<file path="src/rtl/hazard_ctrl_unit.sv">
// Pipeline hazard controller for the 5-stage RV32 core: load-use stalls, multi-cycle MUL/DIV,
// data-memory wait states and taken-branch flushes, plus a saturating stall-cycle counter.
module hazard_ctrl_unit #(
   parameter int REG_AW         = 5,
   parameter int LOAD_USE_STALL = 1,
   parameter int MDU_LAT        = 4,
   parameter int CNT_W          = 16
) (
   input  logic              clk,
   input  logic              rst_n,
   input  logic [REG_AW-1:0] rs1_d,
   input  logic [REG_AW-1:0] rs2_d,
   input  logic              rs1_used_d,
   input  logic              rs2_used_d,
   input  logic [REG_AW-1:0] rd_e,
   input  logic              mem_read_e,
   input  logic              mdu_op_e,
   input  logic              branch_taken_e,
   input  logic              mem_req_m,
   input  logic              dmem_ready,
   output logic              stall_f,
   output logic              stall_d,
   output logic              stall_e,
   output logic              stall_m,
   output logic              flush_d,
   output logic              flush_e,
   output logic              flush_m,
   output logic              flush_w,
   output logic              mdu_busy,
   output logic [CNT_W-1:0]  stall_count
);

   localparam int MAX_LAT = (LOAD_USE_STALL > MDU_LAT) ? LOAD_USE_STALL : MDU_LAT;
   localparam int CW      = $clog2(MAX_LAT + 1);

   typedef enum logic [1:0] {
      IDLE     = 2'd0,
      LU_STALL = 2'd1,
      MDU_BUSY = 2'd2
   } state_e;

   state_e           state_q, state_d;
   logic [CW-1:0]    cnt_q, cnt_d;
   logic [CNT_W-1:0] stall_cnt_q, stall_cnt_d;

   logic luh, mem_wait;
   logic sf, sd, se, sm, fd, fe, fm, fw;

   assign luh = mem_read_e && (rd_e != '0) &&
                ((rs1_used_d && (rs1_d == rd_e)) || (rs2_used_d && (rs2_d == rd_e)));
   assign mem_wait = mem_req_m && !dmem_ready;

   // NOTE: every variable written here gets a default first, so no latch can be inferred.
   always_comb begin
      state_d = state_q;
      cnt_d   = cnt_q;
      sf = 1'b0; sd = 1'b0; se = 1'b0; sm = 1'b0;
      fd = 1'b0; fe = 1'b0; fm = 1'b0; fw = 1'b0;

      if (mem_wait) begin
         sf = 1'b1; sd = 1'b1; se = 1'b1; sm = 1'b1;
         fw = 1'b1;
      end else begin
         unique case (state_q)
            MDU_BUSY: begin
               sf = 1'b1; sd = 1'b1; se = 1'b1;
               fm = 1'b1;
               cnt_d = cnt_q - CW'(1);
               if (cnt_q == '0) state_d = IDLE;
            end
            LU_STALL: begin
               sf = 1'b1; sd = 1'b1;
               fe = 1'b1;
               cnt_d = cnt_q - CW'(1);
               if (cnt_q == '0) state_d = IDLE;
            end
            default: begin
               if (mdu_op_e && (MDU_LAT > 1)) begin
                  sf = 1'b1; sd = 1'b1; se = 1'b1;
                  fm = 1'b1;
                  if (MDU_LAT > 2) begin
                     cnt_d   = CW'(MDU_LAT - 3);
                     state_d = MDU_BUSY;
                  end
               end else if (branch_taken_e) begin
                  // The Decode instruction is wrong-path, so a coincident load-use is moot.
                  fd = 1'b1;
                  fe = 1'b1;
               end else if (luh) begin
                  sf = 1'b1; sd = 1'b1;
                  fe = 1'b1;
                  if (LOAD_USE_STALL > 1) begin
                     cnt_d   = CW'(LOAD_USE_STALL - 2);
                     state_d = LU_STALL;
                  end
               end
            end
         endcase
      end
   end

   // Outputs are forced low during reset even though several paths are purely combinational.
   assign stall_f  = sf && rst_n;
   assign stall_d  = sd && rst_n;
   assign stall_e  = se && rst_n;
   assign stall_m  = sm && rst_n;
   assign flush_d  = fd && rst_n;
   assign flush_e  = fe && rst_n;
   assign flush_m  = fm && rst_n;
   assign flush_w  = fw && rst_n;
   assign mdu_busy = (state_q == MDU_BUSY);

   always_comb begin
      stall_cnt_d = stall_cnt_q;
      if (stall_f && (stall_cnt_q != '1)) stall_cnt_d = stall_cnt_q + CNT_W'(1);
   end

   assign stall_count = stall_cnt_q;

   // NOTE: sequential state uses non-blocking assignments only, so all flops update together.
   always_ff @(posedge clk or negedge rst_n) begin
      if (!rst_n) begin
         state_q     <= IDLE;
         cnt_q       <= '0;
         stall_cnt_q <= '0;
      end else begin
         state_q     <= state_d;
         cnt_q       <= cnt_d;
         stall_cnt_q <= stall_cnt_d;
      end
   end

endmodule
</file>
<file path="config.mk">
export PLATFORM = sky130hd
export DESIGN_NAME = hazard_ctrl_unit
export DESIGN_NICKNAME = d
export VERILOG_FILES = /design/src/rtl/hazard_ctrl_unit.sv
export SDC_FILE = /design/constraint.sdc
export NUM_CORES = 1
export LEC_CHECK = 0
export BUFFER_PORTS_ARGS = -buffer_cell sky130_fd_sc_hd__buf_2
export CAP_MARGIN = 10
export CORE_MARGIN = 10
export CORE_UTILIZATION = 51
export CTS_CLUSTER_SIZE = 40
export DETAILED_ROUTE_END_ITERATION = 12
export HOLD_SLACK_MARGIN = 0.08
export PLACE_DENSITY = 0.84
export SETUP_SLACK_MARGIN = 0.5
export SLEW_MARGIN = 20
export SYNTH_ARGS = -nofsm -noshare
export SYNTH_HDL_FRONTEND = slang
export SYNTH_SLANG_ARGS = --single-unit
</file>
<file path="constraint.sdc">
create_clock -name clk -period 3.6 [get_ports clk]
set_input_delay 0.36 -clock clk [delete_from_list [all_inputs] [get_ports clk]]
set_output_delay 0.36 -clock clk [all_outputs]
set_load 0.03 [all_outputs]
</file>
---- Word-level counts from Yosys, hierarchy flattened ----
Cells that the tools add are included.
word-level totals
  output and inout port bits .............. 25
  word-level logic and storage cells ...... 55
  flip-flop bits (word level) ............. 21
cells by class
  mux-type cells .......................... 23
  equal/unequal tests ..................... 6
  bitwise operators ....................... 1
  $add $sub $neg .......................... 2
  reductions and logical operators ........ 20
operator list
  cell                     number
  $add A16 B1 Y16 const B  1
  $mux W1                  16
  $ne A16 B16 Y1 const B   1
  $logic_and A1 B1 Y1      12
  $eq A5 B5 Y1             2
  $mux W2                  3
  $mux W3                  2
  $reduce_bool A5 Y1       1
  $pmux W1 S2              2
  $logic_not A3 Y1         1
  $reduce_and A3 Y1        1
  $sub A3 B1 Y3 const B    1
  $eq A2 B1 Y1 const B     1
  $eq A2 B2 Y1 const B     1
  $ne A2 B1 Y1 const B     1
  $reduce_and A2 Y1        1
  $reduce_bool A2 Y1       1
  $reduce_or A2 Y1         1
  $logic_not A1 Y1         1
  $logic_or A1 B1 Y1       1
  $not A1 Y1               1

---- Depth between registers and ports, before layout ----
  depth in word-level cells ............... 11
  mapped depth ............................ 9
  gate-level depth less buffers ........... 7

---- Worst setup path before layout ----
No wires, ideal clock.
  path kind ............................... reg-to-output
  start point ............................. reg state_q[1]
  end point ............................... out stall_f
  arrival ................................. 2.061 ns
  stages on the path, launching flop included .. 7
  path buffers ............................ 2
  slack ................................... 1.179 ns
  cells stage by stage .................... dfrtp_1 nor2_1 a21oi_1 a41oi_4 buf_4 inv_1 buf_4
on the way
  cells in the longest elaborated chain, start to end .. 5
  elaborated cells between the ends (all ways) .. 6
  those cells by class .................... eq/ne: 2; mux: 2; reduce/logical: 2
ends and longest elaborated chain
  element                                       RTL line  text
  from (decl)                                   42        state_e state_q, state_d;
  from (signal assigned)                        127       state_q <= state_d;
  $eq A2 B2 Y1 or $eq A2 B1 Y1 (tied branches)  n/a
  $reduce_or A2 Y1 (no source line) *           n/a
  $mux W1 * (2 in series)                       n/a
  $logic_and A1 B1 Y1 *                         n/a
  to (decl)                                     21        output logic stall_f,
Every way passes the cells marked *; elsewhere a longest branch is shown, timed or not.

---- Worst setup path in the final report ----
  start point ............................. in rst_n
  end point ............................... out stall_d
on the way
  cells in the longest elaborated chain, start to end .. 1
ends and longest elaborated chain
  element              RTL line  text
  from (decl)          10        input logic rst_n,
  $logic_and A1 B1 Y1  104       assign stall_d = sd && rst_n;
  to (decl)            22        output logic stall_d,
No other way between the ends.

==> flow_summary.ini <==
[run_status]
status = finished, final reports clean

[logic_synthesis]
synthTopCellsByArea = dfrtp_1 41%, xor2_1 9.3%, xnor2_1 8.6%
ys.flop_type = dfrtp_1
synth_area_leader_cell = dfrtp_1
synth_common_cells = 20 x dfrtp_1, 14 x nand2_1, 13 x xor2_1
synthArstFlopShare = 1.00
syn_inst = 124
synth_seq_cells = 20
syn_nets = 151
syn_avg_cell_area_um2 = 9.87
synth_top_area_share = 0.409
synth_area_um2 = 1220
synth_warnings = 0
seq_area_frac_synth = 0.409
synth_cell_type_count = 36
synth_edf_count = 0
yosysMostFrequentCell = dfrtp_1

[timing]
fmaxAchievable_ghz = 0.380
fin_setup_tns_ns = 0
hold_violations = 0
slew_violations = 0
finalSetupViolCount = 0
grt_setup_unrepaired = no
fin_crit_sh = 0.731
skew_ns = 0.00991
worstMarginPinSlew_ns = 0.539
layout_min_cycle_time_ns = 2.63
maxSlewHeadroom = 0.641

[critical_path]
path_cells = dlygate4sd3_1 -> buf_2 -> inv_1 -> a21oi_1 -> a41oi_4 -> inv_1 -> buf_2
cp_top_family = buffers and inverters
critPathCaptureType = output port
crit_buf_inv = 5
slowest_stage = dlygate4sd3_1
path_class = in -> out
cp-start-kind = primary input
arrival_ns = 2.27
critPathRequiredTime_ns = 3.24
slowest_delay_ns = 0.52
cp_max_fo = 24

[cts]
cts_sinks = 20
cts-hold-fix-buffers = 1
cts_setup_buffers = 0
root_buffer = clkbuf_4
htreeDepth = 1
cts_buffers = 3
clockBufferDepth = 2
clk_pin_slew_ns = 0.12
clock_latency_ns = 0.29
cts_tree = built
cts.repair.resized = 0

[pwr]
p_leak_uw = 0.000756
clkPwrFrac = 0.188
p_switching_uw = 400
power_frac_comb = 0.418
power_density_nw_per_um2 = 626
internal_power_uw = 551
seqPwrFrac = 0.394
peakVddDrop_mv = 0.428
p_sw_frac = 0.421

[grt]
overflow = 0
antenna_found_initial = 0
grt_max_degree = 25
grt_pass1_wl_mm = 4.75
grt_usage = 0.127
grt_pass1_vias = 1122

[detailed_routing]
wl_per_cell_um = 15.1
drtPass1Iterations = 4
initialDrtViolationCount = 24
drt-total-wl_mm = 3.00
met2WireLength_mm = 1.45
vias = 1064
top_layer = met4
drc = 0
via_per_inst = 5.35
routed-wl-met3_um = 388
drtAntennaViolNets = 0
wl_met1_mm = 1.15

[final_layout]
num_antenna_cells = 0
final_core_util = 0.674
area_growth_pct = 24.2
nNetsFinal = 199
drive_above_1_share = 0.345
fill_cells = 191

[floorplan]
core_area_um2 = 2250
die_w_um = 69.0
die-height_um = 69.0
io_pins = 49
rows = 17
initial_core_util = 0.543
die_area_um2 = 4760

[flow_run]
cap_violations = 0

[placement]
hpwl_mm = 2.42
io_buffers = 48
gp_congestion = 0.936

[worst_hold_path]
hp-class = in -> reg
[logic make-up (layout without fill, tap and decap cells)]
group,count (synthesis),count (layout),synth area share
AND/OR/NAND/NOR,48,48,0.218
XOR/XNOR,25,25,0.179
flip-flops,20,20,0.409
AO/OA/AOI/OAI,13,13,0.0900
buffers and inverters,13,60,0.0552
adder cells (fa/ha/maj),3,3,0.0307
multiplexers,2,2,0.0184
[worst min-delay path, cell delays in order]
cell	delay, ns
buf_2	0.12
a21oi_1	0.11
a31oi_1	0.05
[flip-flops by register name (all words and copies together) (netlist names)]
name and count:
cnt_q 3, stall_count 16, state_q 1
[placed cells by master (no fill, tap or decap), types with 2 or more instances in the layout]
master and instances:
o21ai_0 3, inv_1 7, buf_2 48, nor4_1 2
nor3_1 6, nor4b_1 2, nor2_1 7, ha_1 3
xnor2_1 12, a2111oi_0 2, mux2_2 2, nand3_1 3
xor2_1 13, clkbuf_4 3, dfrtp_1 20, nand2_1 14
a21oi_1 3, nand4_1 2
[path summary, 6_finish.rpt]
path | start | end | slack [ns] | depth (start not counted)
setup / recovery | rst_n | stall_d | 0.97 | 7
hold / removal | mdu_op_e | state_q[1]$_DFFE_PN0P_ | 0.37 | 3
setup reg to reg | stall_count[0]$_DFFE_PN0P_ | stall_count[1]$_DFFE_PN0P_ | 1.60 | 7
hold reg to reg | stall_count[9]$_DFFE_PN0P_ | stall_count[9]$_DFFE_PN0P_ | 0.50 | 1
max in group asynchronous | rst_n | stall_count[12]$_DFFE_PN0P_ | 2.67 | 2
min in group asynchronous | rst_n | stall_count[0]$_DFFE_PN0P_ | 0.57 | 2
[layout make-up]
| cell class | count | area [um2] | area share |
|---|---|---|---|
| clock buffer | 3 | 22.5 | 0.0148 |
| clock inverter | 1 | 30.0 | 0.0198 |
| inverter | 7 | 26.3 | 0.0173 |
| multi-input combinational | 91 | 656 | 0.431 |
| sequential | 20 | 500 | 0.329 |
| tap | 28 | 35.0 | 0.0230 |
| timing repair buffer | 49 | 250 | 0.165 |
[layer usage]
layer,GRT usage,up-vias
met1,0.134,496
met4,0.0394,0
met3,0.0419,2
met2,0.231,48
met5,0,-
li1,-,518
[metrics by stage]
| step | hold WS, ns | total power [uW] | cell area [um2] | instances | worst slack [ns] |
|---|---|---|---|---|---|
| 2_1_floorplan | 0.0644 | 649 | 1220 | 124 | 1.18 |
| 3_3_place_gp | 0.358 | 759 | 1460 | 194 | 1.28 |
| 3_5_place_dp | 0.364 | 780 | 1460 | 194 | 1.22 |
| 4_1_cts | 0.361 | 961 | 1520 | 199 | 0.944 |
| 5_1_grt | 0.335 | 1030 | 1520 | 199 | 0.833 |
| 6_report | 0.369 | 951 | 1520 | 199 | 0.968 |
[power groups by stage]
| stage | Clock, uW | Sequential, uW | Combinational (uW) |
|---|---|---|---|
| after floorplan | 0 | 471 | 178 |
| final | 179 | 375 | 397 |
| after CTS | 182 | 374 | 405 |
| after global routing | 197 | 391 | 439 |
| after global placement | 0 | 370 | 389 |
| after detailed placement | 0 | 378 | 402 |
No activity file was read; power rests on OpenSTA's default activity.
